[src/rtl/bcd_scan_ctrl_if.sv]
// Bundle of the converter handshake, result digits and display scan outputs.
interface bcd_scan_ctrl_if;
   logic       start;
   logic [7:0] binary;
   logic       busy;
   logic       done;
   logic [3:0] hundreds;
   logic [3:0] tens;
   logic [3:0] ones;
   logic [2:0] an;
   logic [3:0] digit;

   // Requester side: issues conversions and watches results/display.
   modport master (
      output start, binary,
      input  busy, done, hundreds, tens, ones, an, digit
   );

   // Converter side.
   modport slave (
      input  start, binary,
      output busy, done, hundreds, tens, ones, an, digit
   );
endinterface

[src/rtl/bcd_scan_ctrl.sv]
// 8-bit binary to 3-digit BCD converter (shift-and-add-3, one bit per clock)
// feeding a free-running, multiplexed 3-digit display scanner.
module bcd_scan_ctrl #(
   parameter int REFRESH_DIV = 50000,  // clk cycles per active digit, >= 2
   parameter bit BLANK_LZ    = 1'b1    // 1: blank leading zeros
) (
   input  logic           clk,
   input  logic           reset,
   bcd_scan_ctrl_if.slave bus
);

   localparam int                 CNT_W    = $clog2(REFRESH_DIV);
   localparam logic [CNT_W-1:0]   CNT_LAST = CNT_W'(REFRESH_DIV - 1);

   typedef enum logic {S_IDLE, S_SHIFT} state_t;

   state_t      state_q, state_d;
   logic        busy, load, last_shift;
   logic [7:0]  shift_q;
   logic [11:0] bcd_q, bcd_adj, bcd_nxt;
   logic [7:0]  shift_nxt;
   logic [3:0]  bit_cnt_q;
   logic        done_q;
   logic [3:0]  hund_q, tens_q, ones_q;

   logic [CNT_W-1:0] refresh_cnt_q, refresh_cnt_d;
   logic [1:0]       scan_idx_q, scan_idx_d;
   logic [2:0]       an_q, an_d;
   logic [3:0]       digit_q, digit_d;

   // ------------------------------------------------------------------
   // Converter FSM
   // ------------------------------------------------------------------

   // State register.
   always_ff @(posedge clk) begin
      if (reset) state_q <= S_IDLE;
      else       state_q <= state_d;
   end

   // Next state: a start in IDLE begins a pass; the last shift returns to IDLE.
   always_comb begin
      // NOTE: every combinational output gets a default first so no path
      // leaves it unassigned and infers a latch.
      state_d = state_q;
      case (state_q)
         S_IDLE:  if (bus.start)         state_d = S_SHIFT;
         S_SHIFT: if (bit_cnt_q == 4'd0) state_d = S_IDLE;
         default: state_d = S_IDLE;
      endcase
   end

   // FSM outputs: busy flag, load strobe and final-shift strobe.
   always_comb begin
      busy       = (state_q == S_SHIFT);
      load       = (state_q == S_IDLE) && bus.start;
      last_shift = (state_q == S_SHIFT) && (bit_cnt_q == 4'd0);
   end

   // ------------------------------------------------------------------
   // Double-dabble datapath
   // ------------------------------------------------------------------

   // Add 3 to each working nibble >= 5, then shift {bcd, binary} left one bit.
   always_comb begin
      bcd_adj = bcd_q;
      for (int i = 0; i < 3; i++) begin
         if (bcd_q[4*i +: 4] >= 4'd5) bcd_adj[4*i +: 4] = bcd_q[4*i +: 4] + 4'd3;
      end
      {bcd_nxt, shift_nxt} = {bcd_adj, shift_q} << 1;
   end

   // Working registers, bit counter, result digits and done pulse.
   always_ff @(posedge clk) begin
      // NOTE: clocked state uses non-blocking assignments so every register
      // samples pre-edge values regardless of statement order.
      if (reset) begin
         shift_q   <= '0;
         bcd_q     <= '0;
         bit_cnt_q <= '0;
         done_q    <= 1'b0;
         hund_q    <= '0;
         tens_q    <= '0;
         ones_q    <= '0;
      end else begin
         done_q <= 1'b0;
         if (load) begin
            shift_q   <= bus.binary;
            bcd_q     <= '0;
            bit_cnt_q <= 4'd7;
         end else if (busy) begin
            shift_q <= shift_nxt;
            bcd_q   <= bcd_nxt;
            if (bit_cnt_q != 4'd0) bit_cnt_q <= bit_cnt_q - 4'd1;
            if (last_shift) begin
               hund_q <= bcd_nxt[11:8];
               tens_q <= bcd_nxt[7:4];
               ones_q <= bcd_nxt[3:0];
               done_q <= 1'b1;
            end
         end
      end
   end

   // ------------------------------------------------------------------
   // Display scan (independent of the converter)
   // ------------------------------------------------------------------

   // Refresh divider and scan index advance (0 -> 1 -> 2 -> 0).
   always_comb begin
      refresh_cnt_d = refresh_cnt_q + 1'b1;
      scan_idx_d    = scan_idx_q;
      if (refresh_cnt_q == CNT_LAST) begin
         refresh_cnt_d = '0;
         scan_idx_d    = (scan_idx_q == 2'd2) ? 2'd0 : scan_idx_q + 2'd1;
      end
   end

   // Digit enable and code for the current index, with leading-zero blanking.
   always_comb begin
      an_d    = 3'b110;
      digit_d = ones_q;
      case (scan_idx_q)
         2'd1: begin
            an_d    = (BLANK_LZ && hund_q == 4'd0 && tens_q == 4'd0) ? 3'b111 : 3'b101;
            digit_d = tens_q;
         end
         2'd2: begin
            an_d    = (BLANK_LZ && hund_q == 4'd0) ? 3'b111 : 3'b011;
            digit_d = hund_q;
         end
         default: begin
            an_d    = 3'b110;
            digit_d = ones_q;
         end
      endcase
   end

   // Scan registers; an/digit trail the index and results by one edge.
   always_ff @(posedge clk) begin
      if (reset) begin
         refresh_cnt_q <= '0;
         scan_idx_q    <= 2'd0;
         an_q          <= 3'b110;
         digit_q       <= 4'd0;
      end else begin
         refresh_cnt_q <= refresh_cnt_d;
         scan_idx_q    <= scan_idx_d;
         an_q          <= an_d;
         digit_q       <= digit_d;
      end
   end

   assign bus.busy     = busy;
   assign bus.done     = done_q;
   assign bus.hundreds = hund_q;
   assign bus.tens     = tens_q;
   assign bus.ones     = ones_q;
   assign bus.an       = an_q;
   assign bus.digit    = digit_q;

endmodule

[src/flat_wrapper.sv]
// flat-port wrapper written by rule: the top's interface ports become plain ports
module bcd_scan_ctrl_flat 
#(
   parameter int REFRESH_DIV = 50000,                                      
   parameter bit BLANK_LZ    = 1'b1                             
)
  (clk, reset, bus_start, bus_binary, bus_busy, bus_done, bus_hundreds, bus_tens, bus_ones, bus_an, bus_digit);
  bcd_scan_ctrl_if bus_i ();
  input  logic clk;
  input  logic reset;
  input wire logic [$bits(bus_i.start)-1:0] bus_start;
  input wire logic [$bits(bus_i.binary)-1:0] bus_binary;
  output wire logic [$bits(bus_i.busy)-1:0] bus_busy;
  output wire logic [$bits(bus_i.done)-1:0] bus_done;
  output wire logic [$bits(bus_i.hundreds)-1:0] bus_hundreds;
  output wire logic [$bits(bus_i.tens)-1:0] bus_tens;
  output wire logic [$bits(bus_i.ones)-1:0] bus_ones;
  output wire logic [$bits(bus_i.an)-1:0] bus_an;
  output wire logic [$bits(bus_i.digit)-1:0] bus_digit;
  assign bus_i.start = bus_start;
  assign bus_i.binary = bus_binary;
  assign bus_busy = bus_i.busy;
  assign bus_done = bus_i.done;
  assign bus_hundreds = bus_i.hundreds;
  assign bus_tens = bus_i.tens;
  assign bus_ones = bus_i.ones;
  assign bus_an = bus_i.an;
  assign bus_digit = bus_i.digit;
  bcd_scan_ctrl #(.REFRESH_DIV(REFRESH_DIV), .BLANK_LZ(BLANK_LZ)) u_core (.clk(clk), .reset(reset), .bus(bus_i));
endmodule
[config.mk]
export PLATFORM = sky130hd
export DESIGN_NAME = bcd_scan_ctrl_flat
export DESIGN_NICKNAME = d
export VERILOG_FILES = /design/src/rtl/bcd_scan_ctrl_if.sv /design/src/rtl/bcd_scan_ctrl.sv /design/src/flat_wrapper.sv
export SDC_FILE = /design/constraint.sdc
export NUM_CORES = 1
export LEC_CHECK = 0
export BUFFER_PORTS_ARGS = -buffer_cell sky130_fd_sc_hd__buf_2
export CORE_MARGIN = 2
export CORE_UTILIZATION = 35
export CTS_BUF_LIST = sky130_fd_sc_hd__clkbuf_4 sky130_fd_sc_hd__clkbuf_8
export DETAILED_ROUTE_END_ITERATION = 8
export HOLD_SLACK_MARGIN = 0.02
export PLACE_DENSITY = 0.64
export SLEW_MARGIN = 15
export SYNTH_ARGS = -nofsm -noshare
export SYNTH_HDL_FRONTEND = slang
export SYNTH_SLANG_ARGS = --single-unit
[constraint.sdc]
create_clock -name clk -period 1.7 [get_ports clk]
set_input_delay 0 -clock clk [delete_from_list [all_inputs] [get_ports clk]]
set_output_delay 0 -clock clk [all_outputs]
set_load 0.01 [all_outputs]
# [Word-level counts from Yosys, hierarchy flattened]
# Index checks and enable logic that the tools add are counted.
[op_classes] addsub=6 order_cmp=3 n_eq_ne=3 mux=17 bitwise_logic=2 reduce_logical=15
[op_table] cell="adder 16 x 1 -> 16 bit (second input constant)" count=1
[op_table] cell="== test 16 bit (second input constant)" count=1
[op_table] cell="2-to-1 mux 8 bit" count=2
[op_table] cell="2-to-1 mux 3 bit" count=5
[op_table] cell="greater-or-equal comparator 4 x 3 -> 1 bit (second input constant)" count=3
[op_table] cell="zero test 4 bit" count=3
[op_table] cell="adder 4 x 2 -> 4 bit (second input constant)" count=2
[op_table] cell="2-to-1 mux 4 bit" count=2
[op_table] cell="one-hot mux 4 bit (2 select lines)" count=1
[op_table] cell="one-hot mux 3 bit (2 select lines)" count=1
[op_table] cell="2-to-1 mux 2 bit" count=2
[op_table] cell="AND reduction 2 bit" count=2
[op_table] cell="nonzero test 2 bit" count=2
[op_table] cell="nonzero test 4 bit" count=1
[op_table] cell="OR reduction 2 bit" count=2
[op_table] cell="subtractor 4 x 1 -> 4 bit (second input constant)" count=1
[op_table] cell="adder 3 x 2 -> 3 bit (second input constant)" count=1
[op_table] cell="logical AND 1 bit" count=3
[op_table] cell="2-to-1 mux 1 bit" count=3
[op_table] cell="AND reduction 3 bit" count=1
[op_table] cell="OR reduction 3 bit" count=1
[op_table] cell="adder 2 x 1 -> 2 bit (second input constant)" count=1
[op_table] cell="== test 2 x 1 -> 1 bit (second input constant)" count=1
[op_table] cell="== test 2 bit (second input constant)" count=1
[op_table] cell="other kinds (2)" count=3
[word_totals] reg_bits=63 input_bits=11 out_inout_bits=21 elab_cells=59

# [Longest topological paths before layout]
[depth] word_depth=4 depth_mapped=6 ltp_nobuf=6

# [Worst setup path before layout]
# OpenSTA, ideal clock, no wires.
[synth_timing] path_kind="reg-to-reg" start="register u_core.bcd_q[1]" end="register u_core.bcd_q[2]" setup_time_ns=0.075 arrival_time_ns=1.388 required_time_ns=1.625 slack_ns=0.237 path_stages_with_launch=7 n_path_buf=0 period_less_slack_ns=1.463 cell_sequence="dfxtp_1 > inv_1 > ha_1 > nand2b_1 > a21oi_1 > mux2_2 > o22ai_1"
[synth_via] elab_chain_cells=2 word_cells_on_any_way=3 classes_between="add/sub (1); order compare (1); mux (1)"
[synth_lines] item="start: declaration" line="bcd_scan_ctrl.sv:20" source="logic [11:0] bcd_q, bcd_adj, bcd_nxt;"
[synth_lines] item="start signal: assignment" line="bcd_scan_ctrl.sv:93" source="bcd_q <= bcd_nxt;"
[synth_lines] item="adder 4 x 2 -> 4 bit or greater-or-equal comparator 4 x 3 -> 1 bit (tied branches)" line="bcd_scan_ctrl.sv:68" source="if (bcd_q[4*i +: 4] >= 4'd5) bcd_adj[4*i +: 4] = bcd_q[4*i +: 4] + 4'd3;"
[synth_lines] item="2-to-1 mux 4 bit *" line="bcd_scan_ctrl.sv:68"
# Mark *: on every way between the ends. The rest lies on a longest branch, timed or not.
# A chain may end at the register's enable or synchronous reset.

# [Final worst setup path]
[layout_timing] start="register u_core.bcd_q[5]" end="register u_core.bcd_q[6]"
# Same word-level chain as after synthesis.

==> reports/metrics.csv <==
metric;value;unit
status;finished, final reports clean;
Final ANT Viol Nets;0;
CORE AREA;7807;sq um
H-tree level count;3;
switching share of power;22.65;%
CP max stage delay;0.37;ns
final worst-path cycle share;92.25;%
Yosys top cell area share;44.35;%
largest fanout on the critical path;3;
critical path arrival;1.84;ns
FMAX;637.6;MHz
GP Congestion;0.7773;
Worst-Skew Late Latency;0.35;ns
Synth warnings;0;
Post-DP Area;3126;sq um
DRT iter0 DRCs;60;
switching pwr;0.0008130;W
leakage;1.342;nW
PortBufs;31;
CTS tree;built;
synth cell count leaders;dfxtp_1 (63), nor2_1 (58), nand2_1 (22);
via count;2263;
final wirelength;5957;um
Synth async-reset ratio;0;%
average cell area after synthesis;9.000;sq um
Post-synth EDFFs;0;
post-synthesis sequential area ratio;44.35;%
synth unique cells;41;
die span in x;94.14;um
P per Cell Area;1043;nW/um^2
ys flop type;dfxtp_1;
I/O pins;32;
effective utilization at floorplan;36.43;%
clock buffer depth;2;
row cnt;32;
synthesized instance count;316;
slowest CP cell;mux2_2;
Power, Total;0.003589;W
Hold Path Class;input pin to register;
count leader, synth;dfxtp_1;
drt first pass iters;4;
Final Critical Period;1.568;ns
Clk pwr share;48.3;%
design area;3442;sq um
crit-path cells;inv_1, ha_1, nand2b_1, a21oi_2, mux2_2, o22ai_1;
Slew headroom;71.45;%
Root Driver;clkbuf_8;
hpwl dp;4181;um
Total Routing Usage GR;14.58;%
vias in the first global route;2240;
grt ovf;0;
max cap viols;0;
Comb power frac;8.1;%
Yosys reg bits;63;
count of final setup violators;0;
DRC;0;
Worst setup EP type;register;
Final Core Density;44.09;%
die area;8862;sq um
sequential power share;43.6;%
first-pass GRT wire length;10220;um
syn nets;339;
Yosys top cell by area;dfxtp_1;
Antenna Cells;0;
VDD IR-drop max;586.6;uV
largest net degree at the start of global routing;21;
Worst Tran Pin Value;0.4243;ns
skew final;0.008848;ns
critical path required time;1.97;ns
Int Pwr;0.002776;W
CTS Buf Count;9;
initial antenna violation count;0;
Die H;94.14;um
postcts setup bufs;0;
via/cell ratio;4.867;
CP Buf/Inv Count;1;
Crit path max-delay family;multiplexers;
setup TNS;0;ns
largest cells by area after synthesis;dfxtp_1 (44%), nor2_1 (7.7%), ha_1 (5.3%);
synthesized area;2844;sq um
Clk pin slew, worst setup/hold paths;0.07;ns
CTS Sinks;63;
layout cells sized above 1;20.11;%
routed length per instance;12.81;um
fin nets;381;
crit path launch type;register;
Hold WS;0.03425;ns
Max Slew Vio Count;0;
kind of critical path;register to register;
Layout Area Growth over Synthesis;21.03;%
Hold Fails Final Rpt;0;
layout by cell type (no fill, tap or decap), types with 7 or more instances in the layout:
| cell type | synthesis | final |
|---|---|---|
| nand3_1 | 7 | 7 |
| xnor2_1 | 16 | 16 |
| clkbuf_8 | 0 | 9 |
| ha_1 | 12 | 12 |
| buf_2 | 4 | 31 |
| a211oi_1 | 9 | 9 |
| a21oi_1 | 16 | 14 |
| mux2i_1 | 13 | 13 |
| o22ai_1 | 12 | 12 |
| nor2_1 | 58 | 58 |
| inv_1 | 16 | 16 |
| nand2_1 | 22 | 22 |
| buf_4 | 0 | 9 |
| dfxtp_1 | 63 | 63 |
| nand2b_1 | 12 | 12 |
per-stage QoR:
step                      worst slack [ns]  instances
after global placement              0.1908        445
after detailed placement            0.1084        445
after floorplan                     0.2369        316
after global routing             -0.001558        465
final                               0.1317        465
after CTS                          0.09165        465
layer usage:
layer  global-route usage (%)  up-vias  wire length (um)
met4                    5.072        0                75
met3                    5.377        6               255
met2                    23.21       34              2817
li1                         -     1173                 -
met5                        0        -                 0
met1                    18.11     1050              2808
cell type report:
cell class | instances | area [sq um]
fillers | 781 | 4365
multi-input cells | 224 | 1461
flip-flops and latches | 63 | 1261
repair buffers | 44 | 262.8
clock inverters | 7 | 145.1
well taps | 102 | 127.6
clock buffers | 9 | 123.9
inverters | 16 | 60.06
power by group through the flow:
stage	combinational, W	clock, W	sequential [W]
floorplan	0.000205	0	0.00160
global placement	0.000280	0	0.00160
detailed placement	0.000284	0	0.00160
CTS	0.000294	0.00176	0.00157
global route	0.000331	0.00185	0.00157
finish	0.000291	0.00173	0.00157
flip-flops by register name, indices dropped and copies added, names as in the netlist:
| register | count |
|---|---|
| u_core.bit_cnt_q | 4 |
| u_core.bus.ones | 4 |
| u_core.shift_q | 8 |
| u_core.bcd_q | 12 |
| u_core.bus.busy | 1 |
| u_core.bus.done | 1 |
| u_core.bus.hundreds | 4 |
| u_core.bus.an | 3 |
| u_core.bus.digit | 4 |
| u_core.refresh_cnt_q | 16 |
| u_core.scan_idx_q | 2 |
| u_core.bus.tens | 4 |
logic make-up (layout without fill, tap and decap cells):
logic type                 Yosys count  count (layout)  synth area share (%)
AOI/OAI and AO/OA                   54              54                 12.19
DFF                                 63              63                 44.35
buffers and inverters               29              76                 4.532
xor gates and xnor gates            17              17                 5.235
muxes                               16              16                 5.763
and+or+nand+nor                    125             125                 22.66
adders and majority gates           12              12                 5.279
final timing paths:
check                                               end                    start  slack (ns)  cells after the start
worst max-delay path                    u_core.bcd_q[6]          u_core.bcd_q[5]        0.13                      6
worst min-delay path                  u_core.shift_q[1]            bus_binary[1]        0.03                      5
worst max register to register          u_core.bcd_q[6]          u_core.bcd_q[5]        0.13                      6
worst min register to register  u_core.refresh_cnt_q[0]  u_core.refresh_cnt_q[0]        0.48                      1
worst reg2reg max path, stage by stage, from the launching register on:
cell,delay [ns]
dfxtp_1,0.35
inv_1,0.08
ha_1,0.18
nand2b_1,0.16
a21oi_2,0.19
mux2_2,0.37
o22ai_1,0.17
what timing repair did:
| item | CTS | global route |
|---|---|---|
| hold buffers | 4 | 0 |
| endpoints found under the setup margin | 0 | 3 |
| hold endpoints to repair | 4 | 0 |
| resized for setup | 0 | 2 |
No activity file was read; power rests on OpenSTA's default activity.
